$ cat src/rtl/ptr_sync_pkg.sv
// Shared helpers for Gray-coded pointer synchronizers: code conversion, bit counting, stage limits.
// Functions work on a 16-bit container; callers pass their real width and truncate the result.
package ptr_sync_pkg;

   localparam int MIN_SYNC_STAGES = 2;
   localparam int MAX_SYNC_STAGES = 4;
   localparam int MIN_PTR_WIDTH   = 2;
   localparam int MAX_PTR_WIDTH   = 16;

   typedef logic [MAX_PTR_WIDTH-1:0] ptr_max_t;
   typedef logic [4:0]               ptr_cnt_t;

   function automatic ptr_max_t width_mask(input int width);
      ptr_max_t m;
      m = '0;
      for (int i = 0; i < MAX_PTR_WIDTH; i++) begin
         if (i < width) m[i] = 1'b1;
      end
      return m;
   endfunction

   // Running XOR from the MSB down: b[i] = g[MSB] ^ ... ^ g[i].
   function automatic ptr_max_t gray2bin(input ptr_max_t g, input int width);
      ptr_max_t b;
      logic     acc;
      b   = '0;
      acc = 1'b0;
      for (int i = MAX_PTR_WIDTH - 1; i >= 0; i--) begin
         if (i < width) begin
            acc  = acc ^ g[i];
            b[i] = acc;
         end
      end
      return b;
   endfunction

   function automatic ptr_max_t bin2gray(input ptr_max_t b, input int width);
      return (b ^ (b >> 1)) & width_mask(width);
   endfunction

   function automatic ptr_cnt_t popcount(input ptr_max_t v);
      ptr_cnt_t cnt;
      cnt = '0;
      for (int i = 0; i < MAX_PTR_WIDTH; i++) begin
         cnt = cnt + ptr_cnt_t'(v[i]);
      end
      return cnt;
   endfunction

endpackage

$ cat src/rtl/sync_chain.sv
// Bare flop chain for a multi-bit Gray pointer entering the clock_read domain; no logic between stages.
// Kept as its own instance so CDC constraints and attributes have a single anchor.
module sync_chain #(
   parameter int WIDTH  = 7,
   parameter int STAGES = 2
) (
   input  logic             clock_read,
   input  logic             read_reset_n,
   input  logic [WIDTH-1:0] d_i,
   output logic [WIDTH-1:0] q_o
);

   logic [WIDTH-1:0] stage_q [STAGES];

   always_ff @(posedge clock_read or negedge read_reset_n) begin
      if (!read_reset_n) begin
         for (int i = 0; i < STAGES; i++) begin
            stage_q[i] <= '0;
         end
      end else begin
         stage_q[0] <= d_i;
         for (int i = 1; i < STAGES; i++) begin
            stage_q[i] <= stage_q[i-1];
         end
      end
   end

   assign q_o = stage_q[STAGES-1];

endmodule

$ cat src/rtl/ptr_sync_gray.sv
// Synchronizes a Gray FIFO pointer into clock_read, then registers binary value, step delta and advance flag.
// Sticky gray_error flags any synchronized step that changes more than one Gray bit.
module ptr_sync_gray
   import ptr_sync_pkg::*;
#(
   parameter int PTR_WIDTH   = 7,
   parameter int SYNC_STAGES = 2
) (
   input  logic                 clock_read,
   input  logic                 read_reset_n,
   input  logic [PTR_WIDTH-1:0] gray_pointer,
   input  logic                 error_clear,
   output logic [PTR_WIDTH-1:0] sync_gray_pointer,
   output logic [PTR_WIDTH-1:0] sync_bin_pointer,
   output logic [PTR_WIDTH-1:0] pointer_delta,
   output logic                 pointer_advanced,
   output logic                 gray_error
);

   if (SYNC_STAGES < MIN_SYNC_STAGES || SYNC_STAGES > MAX_SYNC_STAGES) begin : g_bad_stages
      $error("ptr_sync_gray: SYNC_STAGES must lie in 2..4");
   end
   if (PTR_WIDTH < MIN_PTR_WIDTH || PTR_WIDTH > MAX_PTR_WIDTH) begin : g_bad_width
      $error("ptr_sync_gray: PTR_WIDTH must lie in 2..16");
   end

   logic [PTR_WIDTH-1:0] sync_gray;
   logic [PTR_WIDTH-1:0] bin_next;
   logic [PTR_WIDTH-1:0] prev_gray;
   logic [PTR_WIDTH-1:0] delta_d;
   logic                 advanced_d;
   logic                 multi_bit;
   logic                 error_d;

   logic [PTR_WIDTH-1:0] sync_bin_q;
   logic [PTR_WIDTH-1:0] delta_q;
   logic                 advanced_q;
   logic                 error_q;

   sync_chain #(
      .WIDTH  (PTR_WIDTH),
      .STAGES (SYNC_STAGES)
   ) u_sync_chain (
      .clock_read   (clock_read),
      .read_reset_n (read_reset_n),
      .d_i          (gray_pointer),
      .q_o          (sync_gray)
   );

   // The previous synchronized Gray value is recovered from sync_bin_q rather than stored again.
   always_comb begin
      bin_next   = PTR_WIDTH'(gray2bin(ptr_max_t'(sync_gray), PTR_WIDTH));
      prev_gray  = PTR_WIDTH'(bin2gray(ptr_max_t'(sync_bin_q), PTR_WIDTH));
      delta_d    = bin_next - sync_bin_q;
      advanced_d = (bin_next != sync_bin_q);
      multi_bit  = (popcount(ptr_max_t'(sync_gray ^ prev_gray)) > ptr_cnt_t'(1));
      error_d    = multi_bit | (error_q & ~error_clear);
   end

   always_ff @(posedge clock_read or negedge read_reset_n) begin
      if (!read_reset_n) begin
         sync_bin_q <= '0;
         delta_q    <= '0;
         advanced_q <= 1'b0;
         error_q    <= 1'b0;
      end else begin
         sync_bin_q <= bin_next;
         delta_q    <= delta_d;
         advanced_q <= advanced_d;
         error_q    <= error_d;
      end
   end

   assign sync_gray_pointer = sync_gray;
   assign sync_bin_pointer  = sync_bin_q;
   assign pointer_delta     = delta_q;
   assign pointer_advanced  = advanced_q;
   assign gray_error        = error_q;

endmodule

$ cat config.mk
export PLATFORM = sky130hd
export DESIGN_NAME = ptr_sync_gray
export DESIGN_NICKNAME = d
export VERILOG_FILES = /design/src/rtl/ptr_sync_pkg.sv /design/src/rtl/sync_chain.sv /design/src/rtl/ptr_sync_gray.sv
export SDC_FILE = /design/constraint.sdc
export NUM_CORES = 1
export LEC_CHECK = 0
export ABC_AREA = 1
export BUFFER_PORTS_ARGS = -buffer_cell sky130_fd_sc_hd__buf_2
export CAP_MARGIN = 20
export CORE_UTILIZATION = 46
export DETAILED_ROUTE_END_ITERATION = 12
export PLACE_DENSITY = 0.67
export SYNTH_ARGS = -nofsm -noshare
export SYNTH_HDL_FRONTEND = slang
export SYNTH_SLANG_ARGS = --single-unit
$ cat constraint.sdc
create_clock -name clock_read -period 5.3 [get_ports clock_read]
set_input_delay 1.06 -clock clock_read [delete_from_list [all_inputs] [get_ports clock_read]]
set_output_delay 1.06 -clock clock_read [all_outputs]
set_load 0.05 [all_outputs]
* Word-level counts from Yosys, hierarchy flattened *
Index checks and enable logic that the tools add are counted.
W data, S select, Z words.

storage, ports and cells
  output and inout port bits = 23
  word-level logic and storage cells = 35
  register bits = 30

cells by class
  equality and inequality tests = 1
  $lt $le $gt $ge = 1
  add/subtract/negate cells = 16
  bitwise logic cells = 11

operators by type and width
  kind                   count
  $add A5 B1 Y5 const B  9
  $add A5 B1 Y5          2
  $ne A7 B7 Y1           1
  $sub A7 B7 Y7          1
  $xor A7 B6 Y7          1
  $xor A7 B7 Y7          1
  $xor A1 B1 Y1          6
  $add A4 B1 Y5          1
  $gt A5 B1 Y1 const B   1
  $add A3 B1 Y4          1
  $add A2 B1 Y3          1
  $add A1 B1 Y2          1
  $and A1 B1 Y1          1
  $not A1 Y1             1
  $or A1 B1 Y1           1

* Logic depth before layout (Yosys ltp) *
Gate-level depths: netlist of the first run.

  depth after elaboration = 19
  depth in mapped cells = 16
  gate-level depth less buffers = 16

* Cells and area by module *
Synthesis of the first run repeated with hierarchy kept, for this count alone.

second synthesis, totals
  cell total of the unflattened synthesis = 135
  area total of the unflattened synthesis = 1472.7 sq um

modules (own cells, without submodules)
  module         instances  area each (sq um)  cells each
  ptr_sync_gray  1          1069.8             114
  sync_chain     1          402.9              21

* Worst setup path before layout of the first run *
OpenSTA, ideal clock, no wires.

  path type = register -> register
  from = register sync_bin_q[1] (netlist: sync_bin_pointer[1])
  to = register error_q (netlist: gray_error)
  library setup time = 126 ps
  cell stages (with the launch flop) = 12
  data required time = 5174 ps
  setup slack = 2021 ps
  data arrival time = 3153 ps
  cell sequence = dfrtp_1 > xnor2_1 > xor2_1 > fa_1 > fa_1 > inv_1 > ha_1 > nand2_1 > o21bai_1 > fa_1 > nor2_1 > o21ai_0

on the way
  word-level cells in the longest chain between the ends = 19

RTL lines
  what                          line                 RTL
  from (decl)                   ptr_sync_gray.sv:35  logic [PTR_WIDTH-1:0] sync_bin_q;
  from (signal assigned)        ptr_sync_gray.sv:67  sync_bin_q <= bin_next;
  $xor A7 B6 Y7                 ptr_sync_pkg.sv:38   return (b ^ (b >> 1)) & width_mask(width);
  $xor A7 B7 Y7                 ptr_sync_gray.sv:56  multi_bit = (popcount(ptr_max_t'(sync_gray ^ prev_gray)) > ptr_cnt_t'(1));
  $add A1 B1 Y2                 ptr_sync_pkg.sv:45   cnt = cnt + ptr_cnt_t'(v[i]);
  $add A2 B1 Y3                 ptr_sync_pkg.sv:45
  $add A3 B1 Y4                 ptr_sync_pkg.sv:45
  $add A4 B1 Y5                 ptr_sync_pkg.sv:45
  $add A5 B1 Y5 (11 in series)  ptr_sync_pkg.sv:45
  $gt A5 B1 Y1                  ptr_sync_gray.sv:56
  $or A1 B1 Y1                  ptr_sync_gray.sv:57  error_d = multi_bit | (error_q & ~error_clear);
  via error_d                   ptr_sync_gray.sv:33  logic error_d;
  to (signal assigned)          ptr_sync_gray.sv:70  error_q <= error_d;
  to (decl)                     ptr_sync_gray.sv:38  logic error_q;

The timed path passes the listed nets, and every way through them passes these cells.

* Worst setup path after layout of the first run *
Same ends and word-level chain as after synthesis.

==> results of run 1 <==
## kinds of logic after synthesis
group	after synthesis	share of synthesized area
AO/OA/AOI/OAI	9	0.0362
XOR/XNOR	17	0.103
adder cells (fa/ha/maj)	11	0.116
buffers and inverters	30	0.0958
flip-flops	30	0.518
AND/OR/NAND/NOR	38	0.132
## per-layer routing
metal / vias up / GRT usage
li1: 473 / -
met1: 434 / 0.182
met2: 24 / 0.291
met5: - / 0
met3: 5 / 0.0714
met4: 0 / 0.0612
## cell usage in the layout (no fill, tap or decap)
cell / Yosys / layout
inv_1: 21 / 21
nand3_2: 4 / 4
xor2_1: 10 / 10
xnor2_1: 7 / 7
ha_1: 7 / 7
inv_2: 2 / 2
clkbuf_8: 0 / 1
nand2_2: 4 / 4
bufinv_16: 0 / 1
buf_2: 0 / 32
a21oi_1: 3 / 3
clkbuf_4: 0 / 5
o21ai_0: 2 / 2
nor2_1: 4 / 4
fa_1: 4 / 4
nand4_1: 1 / 1
dfrtp_1: 30 / 30
o21bai_1: 2 / 2
nand3_1: 9 / 9
nand2_1: 16 / 16
o21ai_1: 1 / 1
a211oi_1: 1 / 1
## worst register-to-register path, cell delays in order (launching register included)
cell and delay (ns):
dfrtp_1 0.46, xnor2_1 0.22, xor2_1 0.21, fa_1 0.47, fa_1 0.54, inv_1 0.04
ha_1 0.26, nand2_1 0.05, o21bai_1 0.16, fa_1 0.43, nor2_1 0.10, o21ai_0 0.08
## state kept, by name, indices dropped and copies added (netlist names)
| register | cells |
|---|---|
| gray_error | 1 |
| pointer_advanced | 1 |
| pointer_delta | 7 |
| sync_bin_pointer | 7 |
| u_sync_chain.q_o | 7 |
| u_sync_chain.stage_q | 7 |
## per-stage QoR
| step | instance area, um^2 | util | power (mW) |
|---|---|---|---|
| global placement | 1610 | 0.533 | 0.598 |
| detailed placement | 1610 | 0.533 | 0.606 |
| finish | 1690 | 0.560 | 0.779 |
| CTS | 1690 | 0.560 | 0.795 |
| floorplan | 1450 | - | 0.539 |
| global route | 1690 | 0.560 | 0.845 |
## final cells by class
type	instances	area, um^2	share of cell area
inverter	23	86.3	0.0510
clock inverter	1	30.0	0.0177
tap	44	55.1	0.0325
timing repair buffer	32	160	0.0945
sequential	30	751	0.443
multi-input combinational	75	561	0.331
clock buffer	6	51.3	0.0303
## worst min path at each step
stage	to
after floorplan	u_sync_chain.q_o[0]$_DFF_PN0_
after global routing	u_sync_chain.q_o[1]$_DFF_PN0_
after global placement	u_sync_chain.q_o[1]$_DFF_PN0_
final	u_sync_chain.q_o[6]$_DFF_PN0_
after CTS	u_sync_chain.q_o[0]$_DFF_PN0_
after detailed placement	u_sync_chain.q_o[0]$_DFF_PN0_
## report_power, final
group / internal [mW] / switching, mW
Combinational: 0.0958 / 0.220
Clock: 0.110 / 0.0737
Sequential: 0.263 / 0.0174
==> results.py, run 1 <==
metrics = {
    "clock_network": {
        "tritoncts": "built",
        "cts-buffers-inserted": 5,
        "cts_setup_buffers": 0,
        "root_buffer": "clkbuf_4",
        "clkTransAtPathRegs_ns": 0.09,
        "cts_hold_buf": 0,
        "cts_buffer_depth": 2,
        "clk_latency_ns": 0.32,
        "htree_levels": 2,
        "post_cts_resize_count": 0,
        "cts.sinks": 30,
    },
    "routing": {
        "first_iter_violations": 15,
        "drt-met1-wl_um": 924,
        "met3_length_um": 95,
        "antenna_left": 0,
        "wl_met2_um": 1160,
        "top_layer_used": "met4",
        "wl_um": 2210,
        "first_pass_iters": 4,
        "num_vias": 936,
        "via_per_inst": 4.44,
        "wl_per_cell_um": 10.5,
        "drcViolationCount": 0,
    },
    "floorplanning": {
        "coreArea_mm2": 0.00303,
        "die_area_mm2": 0.00338,
        "start_util": 0.479,
        "die_h_um": 58.1,
        "ios": 33,
        "dieWidth_um": 58.1,
        "num_rows": 20,
    },
    "global_route": {
        "overflow": 0,
        "antenna_found_initial": 0,
        "grt_pass1_vias": 976,
        "grt_pass1_wl_um": 4020,
        "grt_use_total": 0.167,
        "grt_start_max_net_pins": 31,
    },
    "critical_path": {
        "regToRegStartpoint": "sync_bin_pointer[1]$_DFF_PN0_",
        "critPathCaptureType": "flip-flop",
        "max_stage_delay_ns": 0.54,
        "required_ns": 5.50,
        "critical_path.cell_chain": "xnor2_1, xor2_1, fa_1, fa_1, inv_1, ha_1, nand2_1, o21bai_1, fa_1, nor2_1, o21ai_0",
        "worstReg2RegEnd": "gray_error$_DFF_PN0_",
        "cp_num_buf_inv": 1,
        "cp.arrival_ns": 3.34,
        "worstSetupPathType": "flip-flop to flip-flop",
        "endpoint": "gray_error$_DFF_PN0_",
        "critPathTopFamily": "adder cells",
        "cpMaxStageDelayCell": "fa_1",
        "reg2reg_depth": 11,
        "path_depth": 11,
        "critPathLaunchType": "flip-flop",
        "r2r_slack_ns": 2.17,
        "cpMostUsedCell": "fa_1",
        "crit_path_start": "sync_bin_pointer[1]$_DFF_PN0_",
        "worstPathMaxFanout": 5,
    },
    "logic_synthesis": {
        "ys_ff_latch": 30,
        "syn_nets": 156,
        "synth.most_common_cell": "dfrtp_1",
        "ys.flop_type": "dfrtp_1",
        "netlist_top_cells_area": "dfrtp_1, ha_1, xor2_1, fa_1, inv_1",
        "syn_inst": 135,
        "synth.cells.most_frequent": "dfrtp_1, inv_1, nand2_1, xor2_1, nand3_1",
        "synth_seq_area_share": 0.518,
        "synthArstFlopShare": 1.00,
        "synth_top_area_share": 0.518,
        "ys_warn_count": 0,
        "synth.avg_cell_area_um2": 10.7,
        "syn_area_mm2": 0.00145,
        "synth_area_leader_cell": "dfrtp_1",
        "synth_edf_count": 0,
        "synthDistinctLibCells": 19,
    },
    "finish": {
        "drive_gt1_frac": 0.293,
        "n_antenna_cell": 0,
        "syn_to_final_growth_pct": 16.8,
        "nFillCells": 275,
        "final_nets": 188,
        "fin_cells": 211,
    },
    "min_path": {
        "holdPathStages": 0,
        "worstHoldStart": "u_sync_chain.stage_q[13]$_DFF_PN0_",
        "hold_class": "flip-flop to flip-flop",
    },
    "timing": {
        "worstMarginPinSlew_ns": 0.642,
        "finalCritPeriodShare": 0.591,
        "grt_setup_unrepaired": "false",
        "skew_ns": 0.00782,
        "finalHoldViolations": 0,
        "fin_setup_tns_ns": 0,
        "post-route-min-period_ns": 3.13,
        "setup_slack_ns": 2.17,
        "max_slew_margin": 0.572,
        "fmax_mhz": 319,
        "drv_slew": 0,
        "whs_ns": 0.353,
        "setup_violations": 0,
    },
    "flow_run": {
        "drv_cap": 0,
    },
    "place": {
        "pre_cts_ws_ns": 2.17,
        "gp_congestion": 0.803,
        "io_buffers": 32,
        "dpl.hpwl_um": 1710,
        "dp.cells": 204,
    },
    "run_status": {
        "outcome": "completed",
    },
    "power_and_ir_drop": {
        "leakagePower_nw": 0.895,
        "ir_drop_uv": 180,
        "cellPowerDensity_mw_per_mm2": 460,
    },
}
No activity file was read; power rests on OpenSTA's default activity.
==> inputs of run 2 (changes only) <==
==> constraint.sdc (replaced) <==
create_clock -name clock_read -period 3.3 [get_ports clock_read]
set_input_delay 0.66 -clock clock_read [delete_from_list [all_inputs] [get_ports clock_read]]
set_output_delay 0.66 -clock clock_read [all_outputs]
set_load 0.05 [all_outputs]
==> results.py, run 2 (synthesis results as in run 1) <==
metrics = {
    "global_route": {
        "grt_start_max_net_pins": 31,
        "antenna_found_initial": 0,
        "grt_use_total": 0.168,
        "grt_pass1_vias": 1016,
        "overflow": 0,
        "grt_pass1_wl_um": 4050,
    },
    "floorplanning": {
        "dieWidth_um": 58.1,
        "ios": 33,
        "num_rows": 20,
        "start_util": 0.479,
        "coreArea_mm2": 0.00303,
        "die_h_um": 58.1,
        "die_area_mm2": 0.00338,
    },
    "critical_path": {
        "critPathCaptureType": "flip-flop",
        "critPathLaunchType": "flip-flop",
        "worstPathMaxFanout": 5,
        "critical_path.cell_chain": "xnor2_1, xor2_1, fa_1, fa_1, inv_1, ha_1, nand2_1, o21bai_1, fa_1, nor2_1, o21ai_0",
        "cpMostUsedCell": "fa_1",
        "cp.arrival_ns": 3.29,
        "cpMaxStageDelayCell": "fa_1",
        "worstSetupPathType": "flip-flop to flip-flop",
        "critPathTopFamily": "adder cells",
        "max_stage_delay_ns": 0.54,
        "required_ns": 3.51,
        "cp_num_buf_inv": 1,
    },
    "routing": {
        "via_per_inst": 4.52,
        "first_pass_iters": 4,
        "wl_um": 2300,
        "first_iter_violations": 16,
        "wl_per_cell_um": 10.8,
        "antenna_left": 0,
        "num_vias": 963,
        "drcViolationCount": 0,
    },
    "power_and_ir_drop": {
        "fin_total_pwr_mw": 1.19,
        "ir_drop_uv": 263,
        "seq_power_share": 0.378,
        "comb_power_share": 0.433,
        "p_sw_frac": 0.424,
        "cellPowerDensity_mw_per_mm2": 702,
        "leakagePower_nw": 0.896,
        "internal-power_mw": 0.683,
        "clkPwrFrac": 0.188,
        "power.switching_mw": 0.503,
    },
    "clock_network": {
        "root_buffer": "clkbuf_4",
        "post_cts_resize_count": 0,
        "clkTransAtPathRegs_ns": 0.09,
        "cts.sinks": 30,
        "htree_levels": 2,
        "cts_setup_buffers": 0,
        "cts_hold_buf": 0,
        "tritoncts": "built",
        "cts-buffers-inserted": 5,
        "cts_buffer_depth": 2,
        "clk_latency_ns": 0.33,
    },
    "place": {
        "dp.cells": 205,
        "dpl.hpwl_um": 1820,
        "dpl_cell_area_mm2": 0.00162,
        "gp_congestion": 0.860,
        "io_buffers": 32,
    },
    "finish": {
        "n_antenna_cell": 0,
        "drive_gt1_frac": 0.302,
        "layout_commonest_cell": "buf_2",
        "final_nets": 189,
        "fin_cells": 213,
        "syn_to_final_growth_pct": 16.4,
        "final_cell_area_mm2": 0.00169,
        "final_cell_mix": "buf_2, dfrtp_1, inv_1, nand2_1, xor2_1",
    },
    "run_status": {
        "outcome": "completed",
    },
    "timing": {
        "grt_setup_unrepaired": "false",
        "max_slew_margin": 0.569,
        "setup_violations": 0,
        "fmax_mhz": 325,
        "skew_ns": 0.00763,
        "whs_ns": 0.350,
        "finalHoldViolations": 0,
        "drv_slew": 0,
        "finalCritPeriodShare": 0.932,
        "post-route-min-period_ns": 3.07,
        "worstMarginPinSlew_ns": 0.647,
        "fin_setup_tns_ns": 0,
    },
    "flow_run": {
        "drv_cap": 0,
    },
    "min_path": {
        "hold_class": "input pin to asynchronous set/reset pin",
    },
}
==> run 2: cell count changes in the layout (fill, tap and decap cells not counted), sizes merged <==
cell	delta
buf	+1
bufinv	-1
clkinv	+1
clkbuf	+1
==> run 2: through the flow <==
stage          setup WS, ns   util
4_1_cts               0.200  0.555
6_report              0.225  0.557
2_1_floorplan        0.0206      -
5_1_grt              0.0195  0.557
3_5_place_dp          0.232  0.535
3_3_place_gp          0.254  0.535
==> run 2: power by group through the flow <==
stage / Sequential [mW] / Combinational (mW) / Clock (mW)
after floorplan: 0.626 / 0.240 / 0
after global placement: 0.456 / 0.507 / 0
after detailed placement: 0.456 / 0.517 / 0
after CTS: 0.449 / 0.518 / 0.235
after global routing: 0.457 / 0.570 / 0.246
final: 0.448 / 0.514 / 0.223
==> run 2: per-layer routing <==
layer,GRT usage,vias to the layer above,wire length [um],share of wire
li1,-,480,-,-
met1,0.166,451,920,0.40
met2,0.291,26,1200,0.52
met3,0.0737,6,125,0.054
met4,0.0952,0,52,0.023
met5,0,-,0,0
==> run 2: final timing paths <==
kind | startpoint | end | slack, ns | depth (start not counted)
worst max-delay path | sync_bin_pointer[3]$_DFF_PN0_ | gray_error$_DFF_PN0_ | 0.23 | 11
worst min register to register | u_sync_chain.stage_q[7]$_DFF_PN0_ | u_sync_chain.q_o[0]$_DFF_PN0_ | 0.36 | 0
min in group clock_read | u_sync_chain.stage_q[7]$_DFF_PN0_ | u_sync_chain.q_o[0]$_DFF_PN0_ | 0.36 | 0
worst max register to register | sync_bin_pointer[3]$_DFF_PN0_ | gray_error$_DFF_PN0_ | 0.23 | 11
worst min-delay path | read_reset_n | pointer_delta[2]$_DFF_PN0_ | 0.35 | 1
max in group asynchronous | read_reset_n | u_sync_chain.q_o[0]$_DFF_PN0_ | 2.52 | 1
==> run 2: area by class of cell <==
class | instances | area, um^2
clock inverter | 1 | 5.00
clock buffer | 7 | 55.1
sequential | 30 | 751
inverter | 23 | 86.3
timing repair buffer | 33 | 168
multi-input combinational | 75 | 568
tap | 44 | 55.1
fill | 288 | 1340
==> run 2: worst reg2reg max path: stages (launching register included) <==
cell and delay [ns]:
dfrtp_1 0.44, xnor2_1 0.21, xor2_1 0.19, fa_1 0.46
fa_1 0.54, inv_1 0.04, ha_1 0.26, nand2_1 0.05
o21bai_1 0.15, fa_1 0.43, nor2_1 0.10, o21ai_0 0.08
